$ cat src/rtl/basket_controller_if.sv
// Command handshake between the sale-terminal state machine and the basket controller.
interface basket_controller_if;
  logic       ENABLE;
  logic [1:0] CMD;
  logic [3:0] ProductID;
  logic [3:0] ProductQuantity;
  logic       Busy;
  logic       Done;
  logic       Error;
  logic [1:0] ErrorCode;

  modport master (
    output ENABLE, CMD, ProductID, ProductQuantity,
    input  Busy, Done, Error, ErrorCode
  );

  modport slave (
    input  ENABLE, CMD, ProductID, ProductQuantity,
    output Busy, Done, Error, ErrorCode
  );
endinterface

$ cat src/rtl/basket_controller.sv
// Basket storage sequencer: scans slots for a product, fetches its unit price from a
// registered ROM and updates the slot array and the saturating running total.
module basket_controller #(
  parameter int SLOTS        = 8,
  parameter int NUM_PRODUCTS = 12,
  parameter int PRICE_W      = 8,
  parameter int TOTAL_W      = 16
) (
  input  logic               CLOCK_50,
  input  logic               RESET,
  basket_controller_if.slave bus,
  output logic [3:0]         PriceAddr,
  input  logic [PRICE_W-1:0] PriceData,
  output logic [3:0]         ItemCount,
  output logic               BasketFull,
  output logic [TOTAL_W-1:0] TotalPrice,
  input  logic [2:0]         RdIndex,
  output logic [3:0]         RdID,
  output logic [3:0]         RdQty
);

  localparam int           IW      = $clog2(SLOTS);
  localparam int           PW      = PRICE_W + 4;
  localparam logic [3:0]   NP_C    = 4'(NUM_PRODUCTS);
  localparam logic [3:0]   SLOTS_C = 4'(SLOTS);

  typedef enum logic [1:0] {IDLE, SCAN, PRICE, ACCUM} state_t;
  typedef enum logic [1:0] {CMD_ADD = 2'b00, CMD_REM = 2'b01, CMD_CLR = 2'b10, CMD_RSV = 2'b11} cmd_t;

  state_t             r_state;
  cmd_t               r_cmd;
  logic [3:0]         r_id;
  logic [3:0]         r_qty;
  logic [3:0]         r_idx;
  logic [IW-1:0]      r_match;
  logic               r_found;
  logic [3:0]         r_count;
  logic [TOTAL_W-1:0] r_total;
  logic               r_busy;
  logic               r_done;
  logic               r_error;
  logic [1:0]         r_ecode;
  logic [3:0]         r_paddr;
  logic [3:0]         r_slot_id  [SLOTS];
  logic [3:0]         r_slot_qty [SLOTS];

  logic               w_invalid;
  logic [IW-1:0]      w_last;
  logic [3:0]         w_old_qty;
  logic [4:0]         w_qty_sum;
  logic [3:0]         w_new_qty;
  logic [3:0]         w_mul_qty;
  logic [PW-1:0]      w_prod;
  logic [TOTAL_W:0]   w_sum;
  logic [TOTAL_W-1:0] w_total_add;
  logic [TOTAL_W-1:0] w_total_sub;
  logic               w_rd_ok;

  always_comb begin
    w_invalid = 1'b0;
    if (bus.CMD == CMD_RSV)
      w_invalid = 1'b1;
    else if (bus.CMD == CMD_ADD)
      w_invalid = (bus.ProductID >= NP_C) || (bus.ProductQuantity == 4'd0);
    else if (bus.CMD == CMD_REM)
      w_invalid = (bus.ProductID >= NP_C);
  end

  // A full basket wraps the low count bits to 0, so minus one still lands on the last slot.
  assign w_last    = r_count[IW-1:0] - IW'(1);
  assign w_old_qty = r_slot_qty[r_match];
  assign w_qty_sum = {1'b0, w_old_qty} + {1'b0, r_qty};
  assign w_new_qty = w_qty_sum[4] ? 4'hF : w_qty_sum[3:0];

  always_comb begin
    w_mul_qty = r_qty;
    if (r_cmd == CMD_REM)
      w_mul_qty = w_old_qty;
    else if (r_found)
      w_mul_qty = w_new_qty - w_old_qty;
  end

  assign w_prod      = PW'(w_mul_qty) * PW'(PriceData);
  assign w_sum       = {1'b0, r_total} + (TOTAL_W+1)'(w_prod);
  assign w_total_add = w_sum[TOTAL_W] ? '1 : w_sum[TOTAL_W-1:0];
  assign w_total_sub = (r_total >= TOTAL_W'(w_prod)) ? (r_total - TOTAL_W'(w_prod)) : '0;

  always_ff @(posedge CLOCK_50) begin
    if (RESET) begin
      r_state <= IDLE;
      r_cmd   <= CMD_ADD;
      r_id    <= '0;
      r_qty   <= '0;
      r_idx   <= '0;
      r_match <= '0;
      r_found <= 1'b0;
      r_count <= '0;
      r_total <= '0;
      r_busy  <= 1'b0;
      r_done  <= 1'b0;
      r_error <= 1'b0;
      r_ecode <= '0;
      r_paddr <= '0;
      for (int unsigned k = 0; k < SLOTS; k++) begin
        r_slot_id[k]  <= '0;
        r_slot_qty[k] <= '0;
      end
    end else begin
      r_done  <= 1'b0;
      r_error <= 1'b0;
      case (r_state)
        IDLE: begin
          if (bus.ENABLE) begin
            r_cmd   <= cmd_t'(bus.CMD);
            r_id    <= bus.ProductID;
            r_qty   <= bus.ProductQuantity;
            r_paddr <= bus.ProductID;
            r_ecode <= 2'b00;
            r_idx   <= '0;
            r_found <= 1'b0;
            if (w_invalid) begin
              r_error <= 1'b1;
              r_ecode <= 2'b01;
            end else if (bus.CMD == CMD_CLR) begin
              r_count <= '0;
              r_total <= '0;
              r_done  <= 1'b1;
              for (int unsigned k = 0; k < SLOTS; k++) begin
                r_slot_id[k]  <= '0;
                r_slot_qty[k] <= '0;
              end
            end else begin
              r_busy  <= 1'b1;
              r_state <= SCAN;
            end
          end
        end
        SCAN: begin
          if (r_idx == r_count) begin
            if (r_cmd == CMD_ADD && r_count < SLOTS_C) begin
              r_state <= PRICE;
            end else begin
              r_error <= 1'b1;
              r_ecode <= (r_cmd == CMD_ADD) ? 2'b10 : 2'b11;
              r_busy  <= 1'b0;
              r_state <= IDLE;
            end
          end else if (r_slot_id[r_idx[IW-1:0]] == r_id) begin
            r_found <= 1'b1;
            r_match <= r_idx[IW-1:0];
            r_state <= PRICE;
          end else begin
            r_idx <= r_idx + 4'd1;
          end
        end
        PRICE: r_state <= ACCUM;
        ACCUM: begin
          if (r_cmd == CMD_ADD) begin
            r_total <= w_total_add;
            if (r_found) begin
              r_slot_qty[r_match] <= w_new_qty;
            end else begin
              r_slot_id[r_count[IW-1:0]]  <= r_id;
              r_slot_qty[r_count[IW-1:0]] <= r_qty;
              r_count                     <= r_count + 4'd1;
            end
          end else begin
            // Later assignment zeroes the slot when the match was already the last one.
            r_total             <= w_total_sub;
            r_slot_id[r_match]  <= r_slot_id[w_last];
            r_slot_qty[r_match] <= r_slot_qty[w_last];
            r_slot_id[w_last]   <= '0;
            r_slot_qty[w_last]  <= '0;
            r_count             <= r_count - 4'd1;
          end
          r_done  <= 1'b1;
          r_busy  <= 1'b0;
          r_state <= IDLE;
        end
        default: r_state <= IDLE;
      endcase
    end
  end

  assign w_rd_ok = ({1'b0, RdIndex} < r_count);

  assign bus.Busy      = r_busy;
  assign bus.Done      = r_done;
  assign bus.Error     = r_error;
  assign bus.ErrorCode = r_ecode;
  assign PriceAddr     = r_paddr;
  assign ItemCount     = r_count;
  assign BasketFull    = (r_count == SLOTS_C);
  assign TotalPrice    = r_total;
  assign RdID          = w_rd_ok ? r_slot_id[RdIndex]  : 4'd0;
  assign RdQty         = w_rd_ok ? r_slot_qty[RdIndex] : 4'd0;

endmodule

$ cat src/flat_wrapper.sv
// flat-port wrapper written by rule: the top's interface ports become plain ports
module basket_controller_flat 
#(
  parameter int SLOTS        = 8,
  parameter int NUM_PRODUCTS = 12,
  parameter int PRICE_W      = 8,
  parameter int TOTAL_W      = 16
)
  (CLOCK_50, RESET, PriceAddr, PriceData, ItemCount, BasketFull, TotalPrice, RdIndex, RdID, RdQty, bus_ENABLE, bus_CMD, bus_ProductID, bus_ProductQuantity, bus_Busy, bus_Done, bus_Error, bus_ErrorCode);
  basket_controller_if bus_i ();
  input  logic CLOCK_50;
  input  logic RESET;
  output logic [3:0] PriceAddr;
  input  logic [PRICE_W-1:0] PriceData;
  output logic [3:0] ItemCount;
  output logic BasketFull;
  output logic [TOTAL_W-1:0] TotalPrice;
  input  logic [2:0] RdIndex;
  output logic [3:0] RdID;
  output logic [3:0] RdQty;
  input wire logic [$bits(bus_i.ENABLE)-1:0] bus_ENABLE;
  input wire logic [$bits(bus_i.CMD)-1:0] bus_CMD;
  input wire logic [$bits(bus_i.ProductID)-1:0] bus_ProductID;
  input wire logic [$bits(bus_i.ProductQuantity)-1:0] bus_ProductQuantity;
  output wire logic [$bits(bus_i.Busy)-1:0] bus_Busy;
  output wire logic [$bits(bus_i.Done)-1:0] bus_Done;
  output wire logic [$bits(bus_i.Error)-1:0] bus_Error;
  output wire logic [$bits(bus_i.ErrorCode)-1:0] bus_ErrorCode;
  assign bus_i.ENABLE = bus_ENABLE;
  assign bus_i.CMD = bus_CMD;
  assign bus_i.ProductID = bus_ProductID;
  assign bus_i.ProductQuantity = bus_ProductQuantity;
  assign bus_Busy = bus_i.Busy;
  assign bus_Done = bus_i.Done;
  assign bus_Error = bus_i.Error;
  assign bus_ErrorCode = bus_i.ErrorCode;
  basket_controller #(.SLOTS(SLOTS), .NUM_PRODUCTS(NUM_PRODUCTS), .PRICE_W(PRICE_W), .TOTAL_W(TOTAL_W)) u_core (.CLOCK_50(CLOCK_50), .RESET(RESET), .bus(bus_i), .PriceAddr(PriceAddr), .PriceData(PriceData), .ItemCount(ItemCount), .BasketFull(BasketFull), .TotalPrice(TotalPrice), .RdIndex(RdIndex), .RdID(RdID), .RdQty(RdQty));
endmodule
$ cat config.mk
export PLATFORM = sky130hd
export DESIGN_NAME = basket_controller_flat
export DESIGN_NICKNAME = d
export VERILOG_FILES = /design/src/rtl/basket_controller_if.sv /design/src/rtl/basket_controller.sv /design/src/flat_wrapper.sv
export SDC_FILE = /design/constraint.sdc
export NUM_CORES = 1
export LEC_CHECK = 0
export ABC_AREA = 1
export CAP_MARGIN = 20
export CELL_PAD_IN_SITES_DETAIL_PLACEMENT = 2
export CELL_PAD_IN_SITES_GLOBAL_PLACEMENT = 2
export CORE_MARGIN = 2
export CORE_UTILIZATION = 33
export CTS_CLUSTER_DIAMETER = 150
export DETAILED_ROUTE_END_ITERATION = 6
export GPL_ROUTABILITY_DRIVEN = 1
export GPL_TIMING_DRIVEN = 0
export PLACE_DENSITY_LB_ADDON = 0.1
export SYNTH_ARGS = -nofsm -noshare
export SYNTH_HDL_FRONTEND = slang
export SYNTH_SLANG_ARGS = --single-unit
$ cat constraint.sdc
create_clock -name CLOCK_50 -period 9.25 [get_ports CLOCK_50]
set_clock_uncertainty 0.05 [all_clocks]
set_input_delay 1.85 -clock CLOCK_50 [delete_from_list [all_inputs] [get_ports CLOCK_50]]
set_output_delay 1.85 -clock CLOCK_50 [all_outputs]
set_load 0.01 [all_outputs]
== After elaboration in Yosys (flattened, before gate mapping) ==
Memories as Yosys holds them, arrays and structs flattened. A register that Yosys moved wholly into a read port is not among the register bits.
Index checks and enable logic that the tools add are counted.
Storage, ports and cells
  RAM bits: 64
  memories: 2
  bits in registers: 45
  word-level logic and storage cells: 206
  bits of input ports: 24
Memories
  u_core.r_slot_id: words 8, width 4, read ports 3, clocked after Yosys merged registers in 1, wr ports 8, line basket_controller.sv:44  | logic [3:0] r_slot_id [SLOTS];
  u_core.r_slot_qty: words 8, width 4, read ports 3, clocked after Yosys merged registers in 1, wr ports 8, line basket_controller.sv:45  | logic [3:0] r_slot_qty [SLOTS];
Operators by class
  $mul: 1
  multiplexer cells: 115
  reductions and logical operators: 24
  $lt $le $gt $ge: 4
  bitwise operators: 18
  add/sub/neg operators: 8
  equal/unequal tests: 21
Operators with widths (number)
  4-bit two-way mux: 36
  16-bit two-way mux: 6
  1-bit two-way mux: 45
  16-bit one-hot mux with 2 select lines: 1
  3-bit two-way mux: 10
  4-bit OR reduction: 6
  4-bit AND reduction: 5
  2-bit two-way mux: 9
  16-bit by 12-bit adder with 17-bit output: 1
  1-bit bitwise OR: 17
  16-bit by 12-bit greater-or-equal comparator with 1-bit output: 1
  4-bit one-hot mux with 2 select lines: 2
  16-bit by 12-bit subtractor with 16-bit output: 1
  4-bit by 8-bit multiplier with 12-bit output: 1
  2-bit inequality test, second input constant: 6
  4-bit by 1-bit adder with 4-bit output, second input constant: 2
  2-bit equality test, second input constant: 4
  4-bit equality test: 2
  2-bit one-hot mux with 4 select lines: 1
  2-bit by 1-bit equality test with 1-bit output, second input constant: 3
  2-bit zero test: 3
  2-bit by 1-bit inequality test with 1-bit output, second input constant: 3
  1-bit one-hot mux with 2 select lines: 3
  6-bit AND reduction: 1
  21 further kinds: 22

== Logic depth before layout (Yosys ltp) ==
Gate-level depths: netlist of the first run.
  depth in word-level cells: 12
  mapped depth: 48
  gate-level depth less buffers: 47

== Worst setup path after synthesis of the first run ==
No wires, ideal clock.
  path type: register -> register
  from: register with a tool-made name
  to: register u_core.r_total[14] (netlist: u_core.TotalPrice[14])
  clock period less this slack: 7292 ps
  arrival time: 7186 ps
  library setup time: 56 ps
  path slack: 1958 ps
  cell stages (with the launch flop): 47
  path through: dfxtp_1 > inv_2 > clkbuf_1 > a21oi_1 > o21ai_0 > nand2_1 > inv_1 > o21ai_1 > inv_1 > fa_1 > nor2_1 > nor2_1 > inv_1 > nor2_1 > nand2_1 > inv_1 > fa_1 > xor2_1 > [11 not listed] > nand2_1 > nand4_1 > o211ai_1 > a21o_1 > a21oi_1 > xnor2_1 > ha_1 > clkbuf_1 > nor3_1 > nand3_1 > nand3_1 > nor2_1 > nor3_2 > buf_2 > nand2_1 > nand3_1 > nand2_1 > inv_1
RTL lines
  end signal, assigned: line basket_controller.sv:159  | r_total <= w_total_add;
  end signal, assigned: line basket_controller.sv:169  | r_total <= w_total_sub;
  end, declared: line basket_controller.sv:38  | logic [TOTAL_W-1:0] r_total;

==> summary.txt, run 1 <==
Clock network
  – Cts hold-fix bufs: 0
  – Root buffer cell: clkbuf_16
  – Worst-path clk slew: 70 ps
  – Clock latency on the worst-skew pair: 450 ps
  – H-tree levels: 4
  – Clk sinks: 115
  – Clock buffer depth: 2
  – Total CTS buffers: 17
  – CTS tree: yes

Synthesis
  – Most frequent cell after synthesis: nand2_1
  – Dominant cells by area after synthesis: dfxtp_1 24%, nand2_1 15%, a21oi_1 10%
  – Syn avg cell area: ~6.2 µm²
  – Synth Register Bits: 115
  – Post-synth EDFFs: 0
  – Synth top area share: between 20% and 30%
  – Mapped Cells: 1561
  – FFs w/ async S/R, synth: 0%
  – Netlist Area Pre-Place: 9671 µm²
  – Post-synthesis sequential area ratio: 23.81%
  – Synth Flop Type: dfxtp_1
  – Synth top cells by count: 389 x nand2_1, 199 x a21oi_1, 195 x inv_1, 161 x nor2_1, 119 x o21ai_0
  – Area leader, netlist: dfxtp_1
  – Synth cell types: 42
  – Syn Nets: 1660
  – Ys Warns: 0

Routing
  – Vias post-DR: between 10000 and 15000
  – Final wirelength: 42.82 mm
  – DRT iter0 DRCs: 427
  – First-pass iteration count of the detailed router: 5
  – Post-DR wirelength/cell: 21.00 µm
  – Via-to-Cell Ratio: approximately 5.4
  – Routed Antenna Nets: 0
  – Post-route DRC: 0

Die
  – Initial Utilization: 33.60%
  – Die Area: 30690 µm²
  – Die Wd: 175.2 µm
  – Num rows: 62
  – Area of the core: 28780 µm²
  – Die H: between 150 and 200 µm
  – I/O pin count: 62

Worst setup path
  – Worst r2r dst: u_core.TotalPrice[11]
  – Slowest-stage cell, CP: fa_1
  – CP endpoint kind: flop
  – CP Max Fanout: 10
  – Setup CP Type: reg2reg
  – Slowest Stage Delay on Critical Path: ~550 ps
  – Critical path arrival: between 9000 and 10000 ps
  – Reg-to-reg setup timing slack: 560 ps
  – Worst R2R Path Depth: 46
  – Worst path required time: 9600 ps
  – CP startpoint kind: flop

Global route
  – Residual overflow from global routing: 0
  – Initial antenna violation count: 0
  – Largest net degree at the start of global routing: 17
  – First-pass GRT wire length: 67.36 mm
  – Tot GR Track Use: about 28%
  – Vias in the first global route: 11860

STA
  – Post-route minimum period: 8695 ps
  – Max Clk Rate: 115.0 MHz
  – Final Hold Viols: 0
  – Crit share post-route: between 90% and 100%
  – Max-slew violations: 0
  – Final setup vio count: 0
  – Max-Slew Margin vs Limit: between 30% and 40%
  – Worst slew pin tran: 1005 ps
  – Setup TNS: 0 ps
  – Fin worst setup slack: 555.3 ps

Power and ir drop
  – Lkg Pwr: 0.004970 µW
  – Switching portion of total power: 53.00%
  – Gate power share: 65.4%
  – Sw Pwr: 2109 µW
  – PD cells: 347.2 nW/µm²
  – Maximum VDD drop: 224.3 µV
  – Sequential power share: 16.2%
  – Clock power share: 18.4%
  – Cell internal pwr: 1871 µW

Finish
  – FF/Latch Area: 2302 µm²
  – Fill cells: 3599
  – Synth-to-Final Area Change: 18.55%
  – Antenna cell count: 0
  – Utilization after layout: 39.84%
  – Multi-input logic area: 6462 µm²
  – Share of cells above drive strength 1: just over 6%
  – Net count, final: 1741
  – Non-filler cells in the finished layout: 2039

Run
  – Max_cap viols: 0

Placement
  – Placer Congestion: approximately 0.90
  – Dpl cells: 2005
  – DP HPWL: 33.77 mm
  – Pre-CTS setup slack: -562.6 ps
  – PortBufs: 60

Min path
  – Hold_sp: u_core.r_slot_id[6][1]
  – WHS Endpoint: u_core.r_slot_id[6][1]
  – Hold Path Stages: 2
  – Worst hold path class: reg2reg

Outcome
  – Status: complete, no violations
==> worst max-delay path by stage <==
stage	end	slack (ps)	depth (start not counted)
2_1_floorplan	u_core.TotalPrice[14]	1960	46
3_3_place_gp	u_core.TotalPrice[11]	-140	46
3_5_place_dp	u_core.TotalPrice[11]	-560	46
4_1_cts	u_core.TotalPrice[11]	40	45
5_1_grt	u_core.TotalPrice[11]	-50	46
6_report	u_core.TotalPrice[11]	560	46
==> power by group through the flow <==
stage	logic, µW	clock network, µW	registers [µW]
5_1_grt	2930	768	655
4_1_cts	2590	747	645
2_1_floorplan	1720	0	645
3_3_place_gp	2450	0	651
6_report	2600	734	645
3_5_place_dp	2540	0	654
==> sequential cells by signal, summed over array words and instances, names as in the netlist, named ones only <==
name,count
u_core.ItemCount,4
u_core.bus.Error,1
u_core.bus.Done,1
u_core.r_cmd,2
u_core.r_found,1
u_core.r_qty,4
u_core.bus.Busy,1
u_core.r_slot_id,32
u_core.TotalPrice,16
u_core.PriceAddr,4
u_core.r_match,3
u_core.r_slot_qty,32
u_core.r_state,1
u_core.bus.ErrorCode,2
u_core.r_idx,4
==> critical path, delay by kind of cell (launching register included) <==
family / cells / cell delay [ps]
compound gates: 7 / 1040
xor+xnor: 2 / 520
fa+ha+maj: 6 / 2640
buf+inv: 12 / 1450
flops: 1 / 470
simple gates: 19 / 2460
==> kinds of logic after synthesis <==
group	Yosys count	synth area share (%)
xor+xnor	32	2.898
buf+inv	249	9.872
flops	115	23.81
simple gates	714	31.52
compound gates	376	20.88
fa+ha+maj	75	11.02
==> per-layer routing <==
layer  up-vias  routed length, µm  part of all wire, %  global-route usage [%]
met5         -                  0                    0                       0
met3        64               1065                  2.5                   3.351
met4         0               1377                  3.2                   9.653
met2       181              22390                   52                   53.13
li1       5242                  -                    -                       -
met1      5428              17990                   42                   33.47
==> stage by stage <==
stage | total power [µW] | hold WS (ps) | cell area, µm²
after floorplan | 2362 | 393.5 | 9671
after global placement | 3101 | 401.6 | 10750
after detailed placement | 3197 | 407.9 | 10750
after CTS | 3978 | 416.9 | 11400
after global routing | 4352 | 438.8 | 11460
final | 3980 | 413.9 | 11460
==> cells in the final DEF (no fill, tap or decap), types with 8 or more instances in the layout <==
master / n
fa_1: 17
nor2_4: 13
nand2_1: 388
nand4_1: 10
o21ai_0: 118
dfxtp_1: 115
clkdlybuf4s50_1: 60
xor2_1: 27
o21ai_1: 8
nor2_1: 161
clkbuf_1: 28
ha_1: 57
clkbuf_16: 17
a21oi_1: 199
o211ai_1: 13
nand3_1: 110
inv_1: 195
==> cell type report <==
| class | instances | area share, % |
|---|---|---|
| Buffer | 44 | 1.692 |
| Clock buffer | 19 | 3.951 |
| Inverter | 204 | 6.701 |
| Multi-Input combinational cell | 1197 | 56.37 |
| Clock inverter | 13 | 1.582 |
| Sequential cell | 115 | 20.08 |
| Timing Repair Buffer | 63 | 5.435 |
| Tap cell | 384 | 4.191 |
==> what timing repair did <==
action	CTS	global route
gates resized for setup	5	13
pin swaps	0	2
setup buffers	0	3
endpoints found under the setup margin	16	16
endpoints found under the hold margin	0	0
Power figures use the tool's default switching activity.
==> run 2, diff against run 1 <==
--- a/config.mk
+++ b/config.mk
@@ -7,10 +7,10 @@
 export LEC_CHECK = 0
 export ABC_AREA = 1
 export CAP_MARGIN = 20
-export CELL_PAD_IN_SITES_DETAIL_PLACEMENT = 2
-export CELL_PAD_IN_SITES_GLOBAL_PLACEMENT = 2
+export CELL_PAD_IN_SITES_DETAIL_PLACEMENT = 0
+export CELL_PAD_IN_SITES_GLOBAL_PLACEMENT = 1
 export CORE_MARGIN = 2
-export CORE_UTILIZATION = 33
+export CORE_UTILIZATION = 40
 export CTS_CLUSTER_DIAMETER = 150
 export DETAILED_ROUTE_END_ITERATION = 6
 export GPL_ROUTABILITY_DRIVEN = 1
==> run 2 against run 1 <==
- first-iteration DRC count grew 120%
- global-route usage is 1.5 points lower
- via count is 4.6% lower
- worst hold slack improved by 1.5 ps
- largest cell class unchanged
- register-to-register slack gained 40 ps
- critical path type unchanged
==> summary.txt, run 2 (synthesis gave the netlist of run 1 again) <==
Worst setup path
  – Worst R2R Path Depth: 42 (-8.7%)
  – Critical path arrival: 8960 ps (-80 ps)
  – Reg-to-reg setup timing slack: 600 ps (+40 ps)
  – CP endpoint kind: flop
  – Worst setup endpoint: u_core.TotalPrice[3]
  – Setup CP Type: reg2reg
  – Worst path required time: 9560 ps (-40 ps)
  – Worst r2r dst: u_core.TotalPrice[3]
  – Slowest-stage cell, CP: fa_1
  – Critical Path Most Common Cell: inv_1
  – CP Max Fanout: 10 (unchanged)
  – CP startpoint kind: flop
  – Slowest Stage Delay on Critical Path: 540 ps (about the same)

Routing
  – Final wirelength: 34.84 mm (-19%)
  – Vias post-DR: 10420 (-4.6%)
  – DRT iter0 DRCs: 928 (+120%)
  – Post-DR wirelength/cell: 17.68 µm (-16%)
  – Post-route DRC: 0 (unchanged)
  – Routed Antenna Nets: 0 (unchanged)
  – Via-to-Cell Ratio: 5.285 (-1.3%)
  – First-pass iteration count of the detailed router: 6 (+1)

Die
  – I/O pin count: 62 (unchanged)
  – Die Wd: 159.5 µm (-9.0%)
  – Area of the core: 23610 µm² (-18%)
  – Initial Utilization: 40.95% (+7.4 points)
  – Num rows: 56 (-9.7%)
  – Die Area: 25440 µm² (-17%)
  – Die H: 159.5 µm (-9.0%)

STA
  – Max Clk Rate: 115.6 MHz (+0.51%)
  – Setup TNS: 0 ps (unchanged)
  – Post-route minimum period: 8651 ps (-43.74 ps)
  – Worst slew pin tran: 910.0 ps (-95.43 ps)
  – Max-Slew Margin vs Limit: 39.11% (+6.6 points)
  – Final setup vio count: 0 (unchanged)
  – Crit share post-route: 93.52% (-0.47 points)
  – Final Hold Viols: 0 (unchanged)
  – Unrepaired setup endpoints after global routing: no
  – Max-slew violations: 0 (unchanged)

Placement
  – PortBufs: 60 (unchanged)
  – Placer Congestion: 0.9074 (+0.37%)
  – DP HPWL: 26.95 mm (-20%)
  – Post-DP Area: 10670 µm² (-0.76%)

Clock network
  – Post-CTS setup repair buffer count: 0 (unchanged)
  – Clock latency on the worst-skew pair: 440 ps (about the same)
  – CTS tree: yes
  – Root buffer cell: clkbuf_16
  – H-tree levels: 4 (unchanged)
  – Worst-path clk slew: 70 ps (about the same)
  – Clock buffer depth: 2 (unchanged)
  – Clk sinks: 115 (unchanged)
  – Cts hold-fix bufs: 0 (unchanged)
  – Total CTS buffers: 17 (unchanged)

Run
  – Max_cap viols: 0 (unchanged)

Finish
  – Net count, final: 1738 (-0.17%)
  – Final instance area: 11330 µm² (-1.1%)
  – Most frequent cells in the layout: 389 x nand2_1, 199 x a21oi_1, 195 x inv_1, 161 x nor2_1, 119 x o21ai_0
  – Antenna cell count: 0 (unchanged)
  – Share of cells above drive strength 1: 5.630% (-0.47 points)
  – Synth-to-Final Area Change: 17.20%
  – Leading cell type in the layout, fill and taps excluded: nand2_1

Global route
  – Largest net degree at the start of global routing: 17 (unchanged)
  – First-pass GRT wire length: 53.86 mm (-20%)
  – Tot GR Track Use: 27.01% (-1.5 points)
  – Initial antenna violation count: 0 (unchanged)
  – Vias in the first global route: 9632 (-19%)
  – Residual overflow from global routing: 0 (unchanged)

Power and ir drop
  – Lkg Pwr: 0.004950 µW (-0.39%)
  – PD cells: 338.7 nW/µm² (-2.5%)
  – Tot Pwr: 3838 µW (-3.6%)
  – Maximum VDD drop: 325.9 µV (+45%)

Outcome
  – Status: complete, no violations

Min path
  – Worst hold path class: reg2reg
## run 2: changes by cell type in the layout (fill, tap and decap cells not counted), moves of 2 or more
cell / previous run / this run
buf_4: 3 / 0
clkbuf_1: 28 / 32
clkinv_2: 3 / 0
clkinv_4: 0 / 2
## run 2: layout make-up
type	instances	area, µm²
tap	319	399.1
inverter	204	768.2
fill	2587	12280
clock buffer	21	460.4
sequential	115	2302
clock inverter	11	176.4
buffer	44	186.4
timing repair buffer	60	600.6
multi-input combinational	1197	6440
## run 2: layer usage
metal	GRT usage (%)	up-vias	share of wire, %	wire length, µm
li1	-	5241	-	-
met1	35.34	4794	45	15630
met2	46.77	326	48	16680
met3	2.943	56	4.8	1676
met4	8.099	0	2.4	852
met5	0	-	0	0
## run 2: metrics by stage
stage / hold WS [ps] / cells / worst slack (ps) / util (%)
detailed placement: 405.5 / 1940 / -102.3 / 45.19
floorplan: 393.5 / 1561 / 1958 / -
global route: 431.7 / 1971 / 29.94 / 48.00
global placement: 401.2 / 1940 / 43.75 / 45.19
finish: 415.4 / 1971 / 599.1 / 48.00
CTS: 414.5 / 1972 / 40.93 / 47.91
## run 2: how the worst min path moves through the flow
stage,startpoint,end,slack [ps],depth (start not counted)
final,u_core.r_slot_id[1][2],u_core.r_slot_id[1][2],420,2
after global routing,u_core.r_slot_qty[5][2],u_core.r_slot_qty[5][2],430,2
after CTS,u_core.r_slot_id[5][2],u_core.r_slot_id[5][2],410,2
after detailed placement,u_core.r_slot_qty[2][3],u_core.r_slot_qty[2][3],410,2
after global placement,u_core.bus.Busy,u_core.bus.Busy,400,2
after floorplan,u_core.r_slot_id[0][0],u_core.r_slot_id[0][0],390,2
## run 2: timing repair
action / in CTS / in global routing
hold endpoints to repair: 0 / 0
gates cloned: 0 / 0
resized for setup: 1 / 7
endpoints found under the setup margin: 10 / 16
## run 2: worst max-delay path: cells and delay by family (launching register included)
| family | cells | cell delay (ps) |
|---|---|---|
| DFF | 1 | 460 |
| buffers and inverters | 10 | 1420 |
| adders and majority gates | 6 | 2780 |
| and+or+nand+nor | 15 | 1980 |
| xor gates and xnor gates | 1 | 200 |
| AOI/OAI and AO/OA | 10 | 1660 |
## run 2: power breakdown
group / internal (µW) / total (µW) / switching [µW]
Combinational: 830 / 2460 / 1630
Sequential: 560 / 637 / 77.2
Clock: 467 / 738 / 271
Total: 1860 / 3840 / 1980
